$ cat config.mk
export PLATFORM = sky130hd
export DESIGN_NAME = multi_clock_divider_flat
export DESIGN_NICKNAME = d
export VERILOG_FILES = /design/src/rtl/multi_clock_divider_if.sv /design/src/rtl/multi_clock_divider.sv /design/src/flat_wrapper.sv
export SDC_FILE = /design/constraint.sdc
export NUM_CORES = 1
export LEC_CHECK = 0
export BUFFER_PORTS_ARGS = -buffer_cell sky130_fd_sc_hd__buf_2
export CAP_MARGIN = 20
export CORE_ASPECT_RATIO = 0.75
export CORE_MARGIN = 5
export CORE_UTILIZATION = 39
export CTS_CLUSTER_SIZE = 30
export DETAILED_ROUTE_END_ITERATION = 10
export PLACE_DENSITY = 0.64
export REMOVE_ABC_BUFFERS = 1
export SLEW_MARGIN = 20
export SYNTH_ARGS = -nofsm -noshare
export SYNTH_HDL_FRONTEND = slang
export SYNTH_SLANG_ARGS = --single-unit
$ cat constraint.sdc
create_clock -name clk -period 4.4 [get_ports clk]
set_input_delay 0.22 -clock clk [delete_from_list [all_inputs] [get_ports clk]]
set_output_delay 0.22 -clock clk [all_outputs]
set_load 0.01 [all_outputs]
$ cat src/rtl/multi_clock_divider_if.sv
// Configuration port of multi_clock_divider: one write per accepted
// valid/ready handshake, addressed to a channel by cfg_ch.
interface multi_clock_divider_if #(
   parameter int WIDTH = 24
);
   logic             cfg_valid;
   logic             cfg_ready;
   logic [3:0]       cfg_ch;
   logic [WIDTH-1:0] cfg_div;
   logic [WIDTH-1:0] cfg_duty;

   modport master (
      output cfg_valid,
      output cfg_ch,
      output cfg_div,
      output cfg_duty,
      input  cfg_ready
   );

   modport slave (
      input  cfg_valid,
      input  cfg_ch,
      input  cfg_div,
      input  cfg_duty,
      output cfg_ready
   );
endinterface

$ cat src/rtl/multi_clock_divider.sv
// Multi-channel reprogrammable clock divider. Each channel produces a
// square wave (slow_clk) and a first-cycle-of-period strobe (tick).
// New settings are held in a shadow and applied only at the channel's
// period boundary (or on the next edge while the channel is disabled).
// Optional feature macro: DIVIDER_DUTY_EN (per-channel high time from
// cfg_duty); without it the high time is half the effective period.
module multi_clock_divider #(
   parameter int CHANNELS  = 4,
   parameter int WIDTH     = 24,
   parameter int RESET_DIV = 12000000
) (
   input  logic                clk,
   input  logic                rst_n,
   input  logic [CHANNELS-1:0] enable,
   multi_clock_divider_if.slave cfg,
   output logic [CHANNELS-1:0] slow_clk,
   output logic [CHANNELS-1:0] tick
);

   localparam logic [WIDTH-1:0] RST_DIV = WIDTH'(RESET_DIV);
   localparam logic [WIDTH-1:0] MIN_DIV = WIDTH'(2);

   // Divisors 0 and 1 cannot form a period; they run as 2.
   function automatic logic [WIDTH-1:0] eff_period(input logic [WIDTH-1:0] div);
      return (div < MIN_DIV) ? MIN_DIV : div;
   endfunction

   logic [CHANNELS-1:0] pending;
   logic                ready;

   assign cfg.cfg_ready = ready;

`ifndef DIVIDER_DUTY_EN
   // cfg_duty has no meaning when the high time follows the period.
   logic unused_duty;
   assign unused_duty = ^cfg.cfg_duty;
`endif

   // Ready reflects the addressed channel's pending flag; out-of-range
   // channel indices are always ready and the write is discarded.
   always_comb begin
      ready = 1'b1;
      for (int i = 0; i < CHANNELS; i++) begin
         if (cfg.cfg_ch == 4'(i)) ready = !pending[i];
      end
   end

   for (genvar g = 0; g < CHANNELS; g++) begin : g_ch
      logic [WIDTH-1:0] active_div;
      logic [WIDTH-1:0] shadow_div;
      logic [WIDTH-1:0] cnt;
      logic [WIDTH-1:0] period;
      logic [WIDTH-1:0] high;
      logic             pend;
      logic             boundary;
      logic             accept;
      logic             apply;
      logic             slow_r;
      logic             tick_r;

      assign period   = eff_period(active_div);
      assign boundary = (cnt == period - WIDTH'(1));
      assign accept   = cfg.cfg_valid && ready && (cfg.cfg_ch == 4'(g));
      // A disabled channel has no period to finish, so it loads at once.
      assign apply    = pend && (boundary || !enable[g]);

      assign pending[g]  = pend;
      assign slow_clk[g] = slow_r;
      assign tick[g]     = tick_r;

`ifdef DIVIDER_DUTY_EN
      logic [WIDTH-1:0] active_high;
      logic [WIDTH-1:0] shadow_high;

      assign high = active_high;

      // Duty shadow/active pair, loaded alongside the divisor.
      always_ff @(posedge clk or negedge rst_n) begin
         if (!rst_n) begin
            active_high <= RST_DIV >> 1;
            shadow_high <= RST_DIV >> 1;
         end else begin
            if (apply)  active_high <= shadow_high;
            if (accept) shadow_high <= cfg.cfg_duty;
         end
      end
`else
      assign high = period >> 1;
`endif

      // Shadow capture on accepted writes and shadow-to-active transfer.
      // Accept needs pend clear and apply needs pend set, so both never
      // fire together; a write landing on a boundary waits a full period.
      always_ff @(posedge clk or negedge rst_n) begin
         if (!rst_n) begin
            pend       <= 1'b0;
            active_div <= RST_DIV;
            shadow_div <= RST_DIV;
         end else begin
            if (apply) begin
               active_div <= shadow_div;
               pend       <= 1'b0;
            end
            if (accept) begin
               shadow_div <= cfg.cfg_div;
               pend       <= 1'b1;
            end
         end
      end

      // Period counter and registered outputs derived from its state.
      always_ff @(posedge clk or negedge rst_n) begin
         if (!rst_n) begin
            cnt    <= '0;
            slow_r <= 1'b0;
            tick_r <= 1'b0;
         end else if (!enable[g]) begin
            cnt    <= '0;
            slow_r <= 1'b0;
            tick_r <= 1'b0;
         end else begin
            slow_r <= (cnt < high);
            tick_r <= (cnt == '0);
            cnt    <= boundary ? '0 : cnt + WIDTH'(1);
         end
      end
   end

endmodule

$ cat src/flat_wrapper.sv
// flat-port wrapper written by rule: the top's interface ports become plain ports
module multi_clock_divider_flat 
#(
   parameter int CHANNELS  = 4,
   parameter int WIDTH     = 24,
   parameter int RESET_DIV = 12000000
)
  (clk, rst_n, enable, slow_clk, tick, cfg_cfg_valid, cfg_cfg_ch, cfg_cfg_div, cfg_cfg_duty, cfg_cfg_ready);
  multi_clock_divider_if #(.WIDTH(WIDTH)) cfg_i ();
  input  logic clk;
  input  logic rst_n;
  input  logic [CHANNELS-1:0] enable;
  output logic [CHANNELS-1:0] slow_clk;
  output logic [CHANNELS-1:0] tick;
  input wire logic [$bits(cfg_i.cfg_valid)-1:0] cfg_cfg_valid;
  input wire logic [$bits(cfg_i.cfg_ch)-1:0] cfg_cfg_ch;
  input wire logic [$bits(cfg_i.cfg_div)-1:0] cfg_cfg_div;
  input wire logic [$bits(cfg_i.cfg_duty)-1:0] cfg_cfg_duty;
  output wire logic [$bits(cfg_i.cfg_ready)-1:0] cfg_cfg_ready;
  assign cfg_i.cfg_valid = cfg_cfg_valid;
  assign cfg_i.cfg_ch = cfg_cfg_ch;
  assign cfg_i.cfg_div = cfg_cfg_div;
  assign cfg_i.cfg_duty = cfg_cfg_duty;
  assign cfg_cfg_ready = cfg_i.cfg_ready;
  multi_clock_divider #(.CHANNELS(CHANNELS), .WIDTH(WIDTH), .RESET_DIV(RESET_DIV)) u_core (.clk(clk), .rst_n(rst_n), .enable(enable), .cfg(cfg_i), .slow_clk(slow_clk), .tick(tick));
endmodule
==> results.json <==
{
  "status": "completed",
  "cp_data_arrival_time_ns": 4.72,
  "drt-total-wl_um": 54400,
  "fin_crit_ns": 4.27,
  "slew_violations": 0,
  "setup_viol": 0,
  "worstSetupEndpointType": "register",
  "wl_per_cell_um": 18.9,
  "max_stage_delay_ns": 0.56,
  "ys_seq_area_share_pct": 38.6,
  "yosys_most_used_dff": "dfrtp_1",
  "num_rows": 71,
  "coreArea_sq_mm": 0.0501,
  "grt_pass1_wl_um": 88100,
  "r2r_end": "u_core.g_ch[3].active_div[2]",
  "min_to": "u_core.g_ch[1].shadow_div[14]",
  "power_mw": 9.18,
  "synth_cells": 2075,
  "layout-drive-gt1-share_pct": 22.7,
  "yosys.area.top_type": "dfrtp_1",
  "hold_path_class": "in2reg",
  "worstSkewPairLatency_ns": 0.58,
  "die_area_sq_mm": 0.0552,
  "min_from": "cfg_cfg_div[14]",
  "vias": 16500,
  "holdWs_ns": 0.0467,
  "ant_nets": 0,
  "die_y_um": 205,
  "cp_cell_sequence": "or4_4 > nor4b_4 > nand3_2 > nand2_2 > ha_4 > or4b_4 > buf_6 > o31a_1 > or3_4 > a21oi_4 > o221a_4 > a31oi_4 > buf_12 > clkbuf_16 > mux2_1",
  "ys_ff_latch": 300,
  "max-cap-violations": 0,
  "synth-async-reset-ratio_pct": 100,
  "drt_pass1_iterations": 7,
  "fillers": 4702,
  "ir_worst_vdd_mv": 0.334,
  "h-tree-depth": 1,
  "antenna_found_initial": 3,
  "gp_congestion": 0.932,
  "cts_made_buffers": 30,
  "nets": 2359,
  "avgSynthCellArea_sq_um": 9.51,
  "cts_sinks": 300,
  "hold_viol": 0,
  "synth_top_area_share_pct": 27.9,
  "finalSetupTns_ns": 0,
  "drc": 0,
  "io_buffer_count": 43,
  "cp-start-kind": "register",
  "cts_tree": "built",
  "rsz0062_at_grt": "true",
  "finalClockSkew_ns": 0.0120,
  "power_density_mw_per_mm2": 399,
  "cpMaxStageDelayCell": "or4_4",
  "die_w_um": 270,
  "root_buffer": "clkbuf_16",
  "drt-initial-drc-count": 1314,
  "cts_max_path_buffers": 3,
  "netlist_top_cells_area": "dfrtp_1 (28%), dfstp_2 (11%), ha_1 (6.3%)",
  "fin_crit_sh_pct": 97.0,
  "crit_type": "reg2reg",
  "leakagePower_nw": 10.4,
  "holdPathStages": 2,
  "viasPerCell": 5.72,
  "synth_edf_count": 0,
  "worst_pin_slew_ns": 0.708,
  "grt_max_degree": 127,
  "io_pins": 68,
  "grt_use_total_pct": 19.2,
  "maxSlewHeadroom_pct": 52.4,
  "grt_pass1_vias": 16000,
  "cts.clk_slew.worst_paths_ns": 0.06,
  "netlist_area_sq_mm": 0.0197,
  "start_util_pct": 39.4,
  "area_delta_synth_final_pct": 16.6,
  "fmax_ghz": 0.234,
  "synthDistinctLibCells": 81,
  "cp_max_fo": 6,
  "rrSetupSlack_ns": 0.13,
  "grt_remaining_overflow": 0,
  "rr_worst_depth": 15,
  "worstReg2RegStart": "u_core.g_ch[3].active_div[16]",
  "ys_warn_count": 0,
  "hpwl_um": 40000,
  "worstPathRequired_ns": 4.85
}
## worst max-delay path, delay by kind of cell, from the launching register on
family	cells	cell delay [ns]
AO/OA/AOI/OAI	4	0.72
flip-flops	1	0.37
buffers and inverters	3	0.47
AND/OR/NAND/NOR	6	2.12
adder cells (fa/ha/maj)	1	0.14
multiplexers	1	0.31
## flip-flops by register name (all words and copies together), names as in the netlist
register                flops
u_core.g_ch.active_div     96
u_core.g_ch.cnt            96
u_core.g_ch.pend            4
u_core.g_ch.shadow_div     96
u_core.g_ch.slow_r          4
u_core.g_ch.tick_r          4
## placed cells by master, fill, tap and decap left out, types with 23 or more instances in the layout
master,n
nand3_1,56
ha_1,99
nand4_1,57
clkbuf_16,33
buf_4,156
a21oi_1,72
nor4_1,37
buf_2,43
xor2_1,62
nor2_1,96
a21o_1,23
dfrtp_1,220
inv_1,106
nor3_1,39
dfstp_2,80
o21ai_0,58
o211ai_1,58
nand2_1,193
a311o_1,24
and3_1,93
xnor2_1,121
mux2_1,46
mux2_2,100
## power by group
part / internal [mW] / switching [mW] / total [mW]
Clock: 1.55 / 1.12 / 2.67
Sequential: 3.27 / 0.316 / 3.59
Combinational: 1.34 / 1.58 / 2.92
Total: 6.16 / 3.02 / 9.18
## worst max-delay path by stage
stage                     cells past startpoint                       endpoint                     startpoint
after floorplan                              12   u_core.g_ch[3].active_div[0]  u_core.g_ch[3].active_div[13]
after global placement                       15         u_core.g_ch[2].cnt[22]  u_core.g_ch[2].active_div[19]
after detailed placement                     15  u_core.g_ch[3].active_div[15]  u_core.g_ch[3].active_div[13]
after CTS                                    15  u_core.g_ch[3].active_div[15]  u_core.g_ch[3].active_div[13]
after global routing                         16            u_core.g_ch[3].pend  u_core.g_ch[3].active_div[14]
final                                        15   u_core.g_ch[3].active_div[2]  u_core.g_ch[3].active_div[16]
## area by class of cell
class                      instances  area, sq um  share of cell area (%)
multi-input combinational       1543        11500                    49.8
sequential                       300         7610                    33.1
timing repair buffer             218         1680                    7.30
clock buffer                      50          968                    4.21
tap                              657          822                    3.57
inverter                         107          402                    1.75
clock inverter                     6         58.8                   0.256
antenna                            3         7.51                  0.0326
## layer usage
metal | vias up | routed length [um] | track usage [%]
li1 | 7788 | - | -
met1 | 8137 | 27300 | 29.3
met2 | 501 | 22300 | 28.1
met3 | 63 | 3860 | 4.24
met4 | 2 | 839 | 3.14
met5 | - | 113 | 1.49
## kinds of logic (layout without fill, tap and decap cells)
family / Yosys count / after routing / share of synthesized area (%)
buf+inv: 232 / 381 / 4.79
compound gates: 362 / 362 / 12.8
xor+xnor: 185 / 185 / 8.21
other cells: 0 / 3 / 0
simple gates: 737 / 737 / 20.3
fa+ha+maj: 100 / 100 / 6.34
mux: 159 / 159 / 9.06
flops: 300 / 300 / 38.6
## Yosys cell counts (12+ instances only)
cell,n
dfrtp_1,220
nand2_1,194
xnor2_1,122
inv_1,106
ha_1,100
mux2_2,100
clkbuf_1,99
nor2_1,98
and3_1,94
dfstp_2,80
a21oi_1,73
xor2_1,63
o211ai_1,58
o21ai_0,58
nand3_1,57
nand4_1,57
nor4_1,47
mux2_1,46
nor3_1,41
a311o_1,24
a21o_1,23
a2bb2oi_1,22
nor2b_1,22
or4_1,21
nor4b_1,16
nand2b_1,15
and4_1,12
buf_4,12
mux2i_1,12
## per-stage QoR
stage / setup slack [ns] / cells / area [sq um] / utilization (%)
after global routing: -0.0177 / 2881 / 23000 / 45.9
after detailed placement: -0.0939 / 2809 / 21500 / 43.0
final: 0.131 / 2884 / 23000 / 45.9
after CTS: 0.0167 / 2873 / 22700 / 45.3
after global placement: -0.135 / 2808 / 21500 / 42.9
after floorplan: -1.15 / 1950 / 19200 / -
## timing repair
action	in CTS	in global routing
setup buffers	1	6
hold buffers	6	0
cloned	1	2
hold endpoints to repair	79	0
pin swaps	2	15
gates resized for setup	10	42
endpoints found under the setup margin	146	196
No activity file was read; power rests on OpenSTA's default activity.
